==> src/rtl/pipe_stage_fifo.sv <==
// Elastic pipeline register: DEPTH-entry circular buffer with valid/ready on both sides.
// in_ready and out_valid decode only the registered count, so no ready path runs back through the stage.
module pipe_stage_fifo #(
    parameter int WIDTH = 32,
    parameter int DEPTH = 2,
    parameter int CW    = $clog2(DEPTH + 1)
) (
    input  logic             clk,
    input  logic             rst,
    input  logic             en,
    input  logic             flush,
    input  logic             in_valid,
    output logic             in_ready,
    input  logic [WIDTH-1:0] in_data,
    output logic             out_valid,
    input  logic             out_ready,
    output logic [WIDTH-1:0] out_data,
    output logic [CW-1:0]    count
);
    localparam int PW = (DEPTH > 1) ? $clog2(DEPTH) : 1;
    localparam logic [CW-1:0] FULL = CW'(DEPTH);
    localparam logic [PW-1:0] LAST = PW'(DEPTH - 1);

    logic [WIDTH-1:0] mem [DEPTH];
    logic [PW-1:0]    rd_ptr;
    logic [PW-1:0]    wr_ptr;
    logic             push;
    logic             pop;

    // Pointers wrap by explicit compare so DEPTH need not be a power of two.
    function automatic logic [PW-1:0] next_ptr(input logic [PW-1:0] p);
        return (p == LAST) ? '0 : p + 1'b1;
    endfunction

    assign in_ready  = (count != FULL);
    assign out_valid = (count != '0);
    assign out_data  = out_valid ? mem[rd_ptr] : '0;
    assign push      = en & in_valid & in_ready & ~flush & ~rst;
    assign pop       = en & out_valid & out_ready & ~flush & ~rst;

    always_ff @(posedge clk) begin
        if (rst || flush) begin
            rd_ptr <= '0;
            wr_ptr <= '0;
            count  <= '0;
        end else begin
            if (push) wr_ptr <= next_ptr(wr_ptr);
            if (pop)  rd_ptr <= next_ptr(rd_ptr);
            if (push && !pop)      count <= count + 1'b1;
            else if (pop && !push) count <= count - 1'b1;
        end
    end

    always_ff @(posedge clk) begin
        if (push) mem[wr_ptr] <= in_data;
    end
endmodule

==> config.mk <==
export PLATFORM = sky130hd
export DESIGN_NAME = pipe_stage_fifo
export DESIGN_NICKNAME = d
export VERILOG_FILES = /design/src/rtl/pipe_stage_fifo.sv
export SDC_FILE = /design/constraint.sdc
export NUM_CORES = 1
export LEC_CHECK = 0
export BUFFER_PORTS_ARGS = -buffer_cell sky130_fd_sc_hd__buf_2
export CORE_UTILIZATION = 35
export CTS_CLUSTER_SIZE = 40
export DETAILED_ROUTE_END_ITERATION = 10
export GPL_ROUTABILITY_DRIVEN = 0
export GPL_TIMING_DRIVEN = 0
export PLACE_DENSITY = 0.62
export SLEW_MARGIN = 20
export SYNTH_ARGS = -nofsm -noshare
export SYNTH_HDL_FRONTEND = slang
export SYNTH_SLANG_ARGS = --single-unit
export TNS_END_PERCENT = 5
==> constraint.sdc <==
create_clock -name clk -period 12.8 [get_ports clk]
set_clock_uncertainty 0.2 [all_clocks]
set_input_delay 0.64 -clock clk [delete_from_list [all_inputs] [get_ports clk]]
set_output_delay 0.64 -clock clk [all_outputs]
set_load 0.05 [all_outputs]
==> results of run 1 <==
## area by class of cell
type / count / area share
Buffer: 8 / 0.0140
Clock buffer: 10 / 0.0376
Clock inverter: 6 / 0.0158
Inverter: 2 / 0.00221
Multi-Input combinational cell: 86 / 0.173
Sequential cell: 69 / 0.595
Tap cell: 99 / 0.0365
Timing Repair Buffer: 80 / 0.125
## layout by cell type (no fill, tap or decap)
cell       count
a21oi_1        2
and2_2         1
buf_16         1
buf_2         82
buf_4          4
bufinv_16      1
clkbuf_1       1
clkbuf_2       1
clkbuf_8       9
clkinv_1       1
clkinv_2       4
dfxtp_1        5
edfxtp_1      64
ha_1           1
inv_1          2
mux2i_1       32
nand2_1        1
nor2_1        36
nor2b_2        1
nor3_2         1
nor4_2         1
o211ai_1       1
o21ai_0        2
or2_0          1
or2_2          1
or3_1          2
xor2_1         3
## final timing paths
check / from / to / cells past startpoint / slack [ns]
setup / recovery: count[0]$_SDFFE_PP0P_ / out_data[25] / 4 / 10.20
hold / removal: in_data[30] / mem[1][30]$_DFFE_PP_ / 1 / 0.29
setup reg to reg: count[0]$_SDFFE_PP0P_ / mem[0][25]$_DFFE_PP_ / 6 / 10.60
hold reg to reg: wr_ptr$_SDFFE_PP0P_ / wr_ptr$_SDFFE_PP0P_ / 2 / 0.31
## power by group through the flow
stage,clock network [uW],registers [uW],logic [uW]
after detailed placement,0,254,22.3
after CTS,169,249,22.4
final,164,249,21.9
after global routing,179,249,23.9
after floorplan,0,255,11.2
after global placement,0,255,21.0
## logic make-up (layout without fill, tap and decap cells)
kind of cell               Yosys count  count (layout)  synth area share
adders and majority gates            1               1           0.00471
muxes                               32              32             0.120
and+or+nand+nor                     45              45            0.0734
xor gates and xnor gates             3               3           0.00988
buffers and inverters               10             106            0.0207
AOI/OAI and AO/OA                    5               5            0.0104
DFF                                 69              69             0.760
## sequential cells by signal (all words and copies together), names as in the netlist, named ones only
name,count
mem,64
wr_ptr,1
rd_ptr,1
count,2
## critical path: stages, from the launching register on
cell,delay [ns]
dfxtp_1,0.38
nor2_1,0.39
buf_2,0.33
nor2_1,0.10
buf_2,0.22
## through the flow
| stage | hold slack, ns | area (um2) | power [uW] | instances |
|---|---|---|---|---|
| floorplan | 0.267 | 2660 | 266 | 165 |
| global placement | 0.278 | 3150 | 276 | 337 |
| detailed placement | 0.294 | 3220 | 277 | 344 |
| CTS | 0.268 | 3400 | 441 | 360 |
| global route | 0.263 | 3400 | 452 | 360 |
| finish | 0.288 | 3400 | 435 | 360 |
## per-layer routing
metal / vias up / part of all wire / track usage
met5: - / 0 / 0
met4: 0 / 0.026 / 0.0837
met3: 12 / 0.050 / 0.0406
met2: 50 / 0.49 / 0.198
met1: 717 / 0.44 / 0.147
li1: 779 / - / -
==> metrics.md, run 1 <==
| Metric | Value |
|---|---|
| Synth Net Count | 204 |
| Net Sw Power | ~90 uW |
| H-tree levels | 3 |
| # setup viols final | 0 |
| Top cells by count, synth | 64 x edfxtp_1, 36 x nor2_1, 32 x mux2i_1 |
| Status | finished, final reports clean |
| Setup WS pre-CTS | 9.95 ns |
| Core area | about 7300 um2 |
| Critical Path End Type | output port |
| # diodes | 0 |
| RSZ-0062 raised after global routing | no |
| Resize count post-CTS | 0 |
| Clock Root Buffer | clkbuf_8 |
| Max-cap viol count | 0 |
| First-pass GRT wire length | 6.95 mm |
| Sequential power share | 0.574 |
| Vias in the first global route | 1477 |
| Logic pwr share | 0.050 |
| DRT Wirelength | 4.62 mm |
| Latest clock arrival within the worst-skew pair | 0.33 ns |
| Share of layout cells above drive strength 1 | 0.410 |
| Post-synth EDFFs | between 60 and 70 |
| Multi-input gate area | 589 um2 |
| Sw Ratio | 0.208 |
| Fmax | a little under 0.4 GHz |
| IO buf count | 73 |
| Area delta synth->final | 27.8% |
| Die area | 7950 um2 |
| Ports | between 70 and 80 |
| Sequential cell area | roughly 2000 um2 |
| Endpoints failing hold | 0 |
| Mapped Cells | 165 |
| Worst slew pin tran | 0.463 ns |
| Leakage power | 0.00130 uW |
| Grt total ovfl | 0 |
| Synth async-reset ratio | 0 |
| Largest net degree at the start of global routing | 19 |
| Initial drt markers | 30 |
| Initial antenna violation count | 0 |
| DRC Markers | 0 |
| Post-synthesis sequential area ratio | 0.760 |
| Final setup TNS | 0 ns |
| Worst EP required | 11.96 ns |
| Synth Register Bits | 69 |
| Critical path class | register to output port |
| Die W | 89.2 um |
| CTS Buf Count | 9 |
| Area contributors post-synth | edfxtp_1 72%, mux2i_1 12%, nor2_1 5.1% |
| Final core area utilization | 0.466 |
| Crit-path max FO | 10 |
| Vias | 1558 |
| Final net count | 295 |
| Avg Inst Size Synth | 16.1 um2 |
| Die H | 89.2 um |
| Setup ws final | roughly 10 ns |
| Vias/cell | 4.33 |
| Yosys top cell area share | 0.723 |
| Worst Hold Class | input port to register |
| Slew Limit Fails | 0 |
| Int Power | 344 uW |
| Yosys cell types | 21 |
| CP arrival | around 1.8 ns |
| GRT Total Usage | 0.125 |
| Max VDD drop | 0.0647 mV |
| Count leader, synth | edfxtp_1 |
| Filler cells | 708 |
| Hold Buf Count CTS | 0 |
| Clk pwr share | 0.376 |
| Starting density of the core | 0.365 |
| CTS tree | done |
| Cell Pwr Density | 128 nW/um2 |
| Startpoint Class | register |
| Avg WL per Cell | 12.8 um |
| Routed Antenna Nets | 0 |
| Post-CTS setup buffer count | 0 |
| Max_slew headroom | 0.690 |
| Row count | 31 |
| Clock buffer depth | 2 |
| DRT Pass-1 Iters | 3 |
| Sink Count | between 60 and 70 |
| Shortest period the worst path allows | roughly 2.6 ns |
| Post-Syn Area | 2660 um2 |
| Clk slew on worst S/H paths | around 0.070 ns |
| Tcrit/Tclk final | 0.203 |
| Synth area leader | edfxtp_1 |
| HPWL after detailed placement | 3.25 mm |
| Yosys warning count | 0 |
| Top FF cell, synth | edfxtp_1 |
(Power assumes the default switching activity.)
==> run 2: changes to the inputs <==
PLACE_DENSITY = 0.64   (was 0.62)
clock period = 2.35 ns   (was 12.8 ns; I/O delays follow)
==> run 2 against run 1 <==
Against the previous run:
- critical path depth unchanged
- count of clock-buffer cells in the layout increased by 1
- sequential power increased to 5.5 times the previous value
- setup slack got worse by 9.8 ns
- clock power increased to 6.2 times the previous value
- power increased to 5.8 times the previous value
- non-clock buffer count increased by 30
- via count increased by 9.1%
- largest cell class unchanged
- sequential share of layout area decreased by 5.6 points
- design area increased by 11%
- die area unchanged
- highest routed layer unchanged
- global-route usage increased by 0.40 points
==> metrics.md, run 2 (synthesis results as in run 1) <==
| Metric | Value |
|---|---|
| Die W | 89.2 um (unchanged) |
| CTS tree | done |
| Max reg flops | 64 (unchanged) |
| CTS Buf Count | 9 (unchanged) |
| Ports | 74 (unchanged) |
| Clock buffer depth | 2 (unchanged) |
| Placed cells | 341 (-0.87%) |
| Core area | 7290 um2 (unchanged) |
| Die area | 7950 um2 (unchanged) |
| Startpoint Class | register |
| Clk slew on worst S/H paths | 0.07 ns (about the same) |
| HPWL after detailed placement | 3.12 mm (-3.8%) |
| DRT Wirelength | 4.89 mm (+5.9%) |
| Row count | 31 (unchanged) |
| Most frequent cells in the layout | 77 x buf_2, 64 x edfxtp_1, 36 x nor2_1 |
| Routed Antenna Nets | 0 (unchanged) |
| Area delta synth->final | 41.3% |
| Initial drt markers | 46 (+53%) |
| Tcrit/Tclk final | 0.848 |
| Starting density of the core | 0.365 (unchanged) |
| Max_slew headroom | 0.696 (+0.00644) |
| Critical path class | register to output port |
| Cell Pwr Density | 675 nW/um2 (+430%) |
| Die H | 89.2 um (unchanged) |
| Max-cap viol count | 0 (unchanged) |
| RSZ-0062 raised after global routing | no |
| Avg WL per Cell | 12.5 um (-2.3%) |
| IO buf count | 73 (unchanged) |
| H-tree levels | 3 (unchanged) |
| Worst EP required | 2.03 ns (-9.93 ns) |
| First-pass GRT wire length | 7.29 mm (+5.0%) |
| Initial antenna violation count | 0 (unchanged) |
| Grt total ovfl | 0 (unchanged) |
| Worst slew pin tran | 0.454 ns (-0.00962 ns) |
| Share of layout cells above drive strength 1 | 0.364 (-0.0457) |
| # diodes | 0 (unchanged) |
| CP arrival | 1.68 ns (-0.08 ns) |
| Sink Count | 69 (unchanged) |
| GRT Total Usage | 0.130 (+0.00403) |
| Max VDD drop | 0.415 mV (+540%) |
| Slew Limit Fails | 0 (unchanged) |
| Clock Root Buffer | clkbuf_8 |
| DRC Markers | 0 (unchanged) |
| Shortest period the worst path allows | between 1.5 and 2 ns |
| DRT Pass-1 Iters | 4 (+1) |
| Post-CTS setup buffer count | 0 (unchanged) |
| Largest net degree at the start of global routing | 20 (+1) |
| Critical Path End Type | output port |
| R2R Setup Slk | 0.43 ns (-10.17 ns) |
| Latest clock arrival within the worst-skew pair | 0.33 ns (about the same) |
| Status | finished, final reports clean |
| # setup viols final | 0 (unchanged) |
| Regs by FF count | mem x64, count x2 |
| Placed Area | 3220 um2 (+0.16%) |
| Most common cell after layout, fill and taps aside | buf_2 |
| Worst Hold Class | input port to register |
| Crit-path max FO | 10 (unchanged) |
| Critical R2R Capture | count[1]$_SDFFE_PP0P_ |
| Final net count | 325 (+10%) |
| Hold slack | 0.0196 ns (-0.268 ns) |
| Worst r2r src | count[0]$_SDFFE_PP0P_ |
| Endpoints failing hold | 0 (unchanged) |
| Vias | 1700 (+9.1%) |
| Reg2reg path depth | 5 (-1) |
| Vias in the first global route | 1587 (+7.4%) |
| Leakage power | 0.00143 uW (+10%) |
| Largest Register | mem |
| WHS Path Cells | 4 (+3) |
| Fmax | 0.502 GHz |
| Fin area | 3760 um2 (+11%) |
| Hold Startpoint | en |
| Final std cells w/o fill | 390 (+8.3%) |
| Vias/cell | 4.36 (+0.72%) |
==> run 2: per-stage QoR <==
| stage | setup slack (ns) | total power, uW | setup TNS, ns | util |
|---|---|---|---|---|
| after CTS | 0.256 | 2560 | 0 | 0.515 |
| after detailed placement | 0.308 | 1510 | 0 | 0.442 |
| after global placement | -0.648 | 1500 | -32.39 | 0.434 |
| after floorplan | 0.0205 | 1450 | 0 | - |
| after global routing | 0.210 | 2640 | 0 | 0.515 |
| final | 0.357 | 2540 | 0 | 0.515 |
==> run 2: layout make-up <==
| type | instances | area (um2) |
|---|---|---|
| fillers | 677 | 3530 |
| flip-flops and latches | 69 | 2020 |
| repair buffers | 110 | 749 |
| multi-input cells | 86 | 598 |
| clock buffers | 11 | 131 |
| well taps | 99 | 124 |
| clock inverters | 5 | 75.1 |
| plain buffers | 8 | 47.5 |
| inverters | 2 | 7.51 |
==> run 2: critical path, cell delays in order, from the launching register on <==
cell	delay, ns
dfxtp_2	0.36
nor2_1	0.37
buf_2	0.31
nor2_1	0.10
buf_2	0.22
==> run 2: timing repair <==
item                                   4_1_cts  5_1_grt
gates resized for setup                      0        0
endpoints found under the hold margin       66        0
hold buffers                                33        0
==> run 2: worst max-delay path by stage <==
| stage | start | end | slack (ns) | depth (start not counted) |
|---|---|---|---|---|
| 2_1_floorplan | count[0]$_SDFFE_PP0P_ | mem[0][0]$_DFFE_PP_ | 0.02 | 2 |
| 3_3_place_gp | rst | mem[0][30]$_DFFE_PP_ | -0.65 | 4 |
| 3_5_place_dp | rst | count[1]$_SDFFE_PP0P_ | 0.31 | 7 |
| 4_1_cts | count[0]$_SDFFE_PP0P_ | out_data[23] | 0.26 | 4 |
| 5_1_grt | count[1]$_SDFFE_PP0P_ | out_data[23] | 0.21 | 4 |
| 6_report | count[0]$_SDFFE_PP0P_ | out_data[18] | 0.36 | 4 |
==> run 2: where the power goes <==
group          total (uW)  internal, uW  switching (uW)
combinational         162          78.0            83.9
sequential           1360          1350            3.96
clock                1020           593             423
total                2540          2030             511
==> run 2: per-layer routing <==
layer | global-route usage | vias to the layer above | wire (um)
li1 | - | 847 | -
met1 | 0.139 | 796 | 2090
met2 | 0.232 | 46 | 2500
met3 | 0.0360 | 11 | 205
met4 | 0.0693 | 0 | 95
met5 | 0 | - | 0
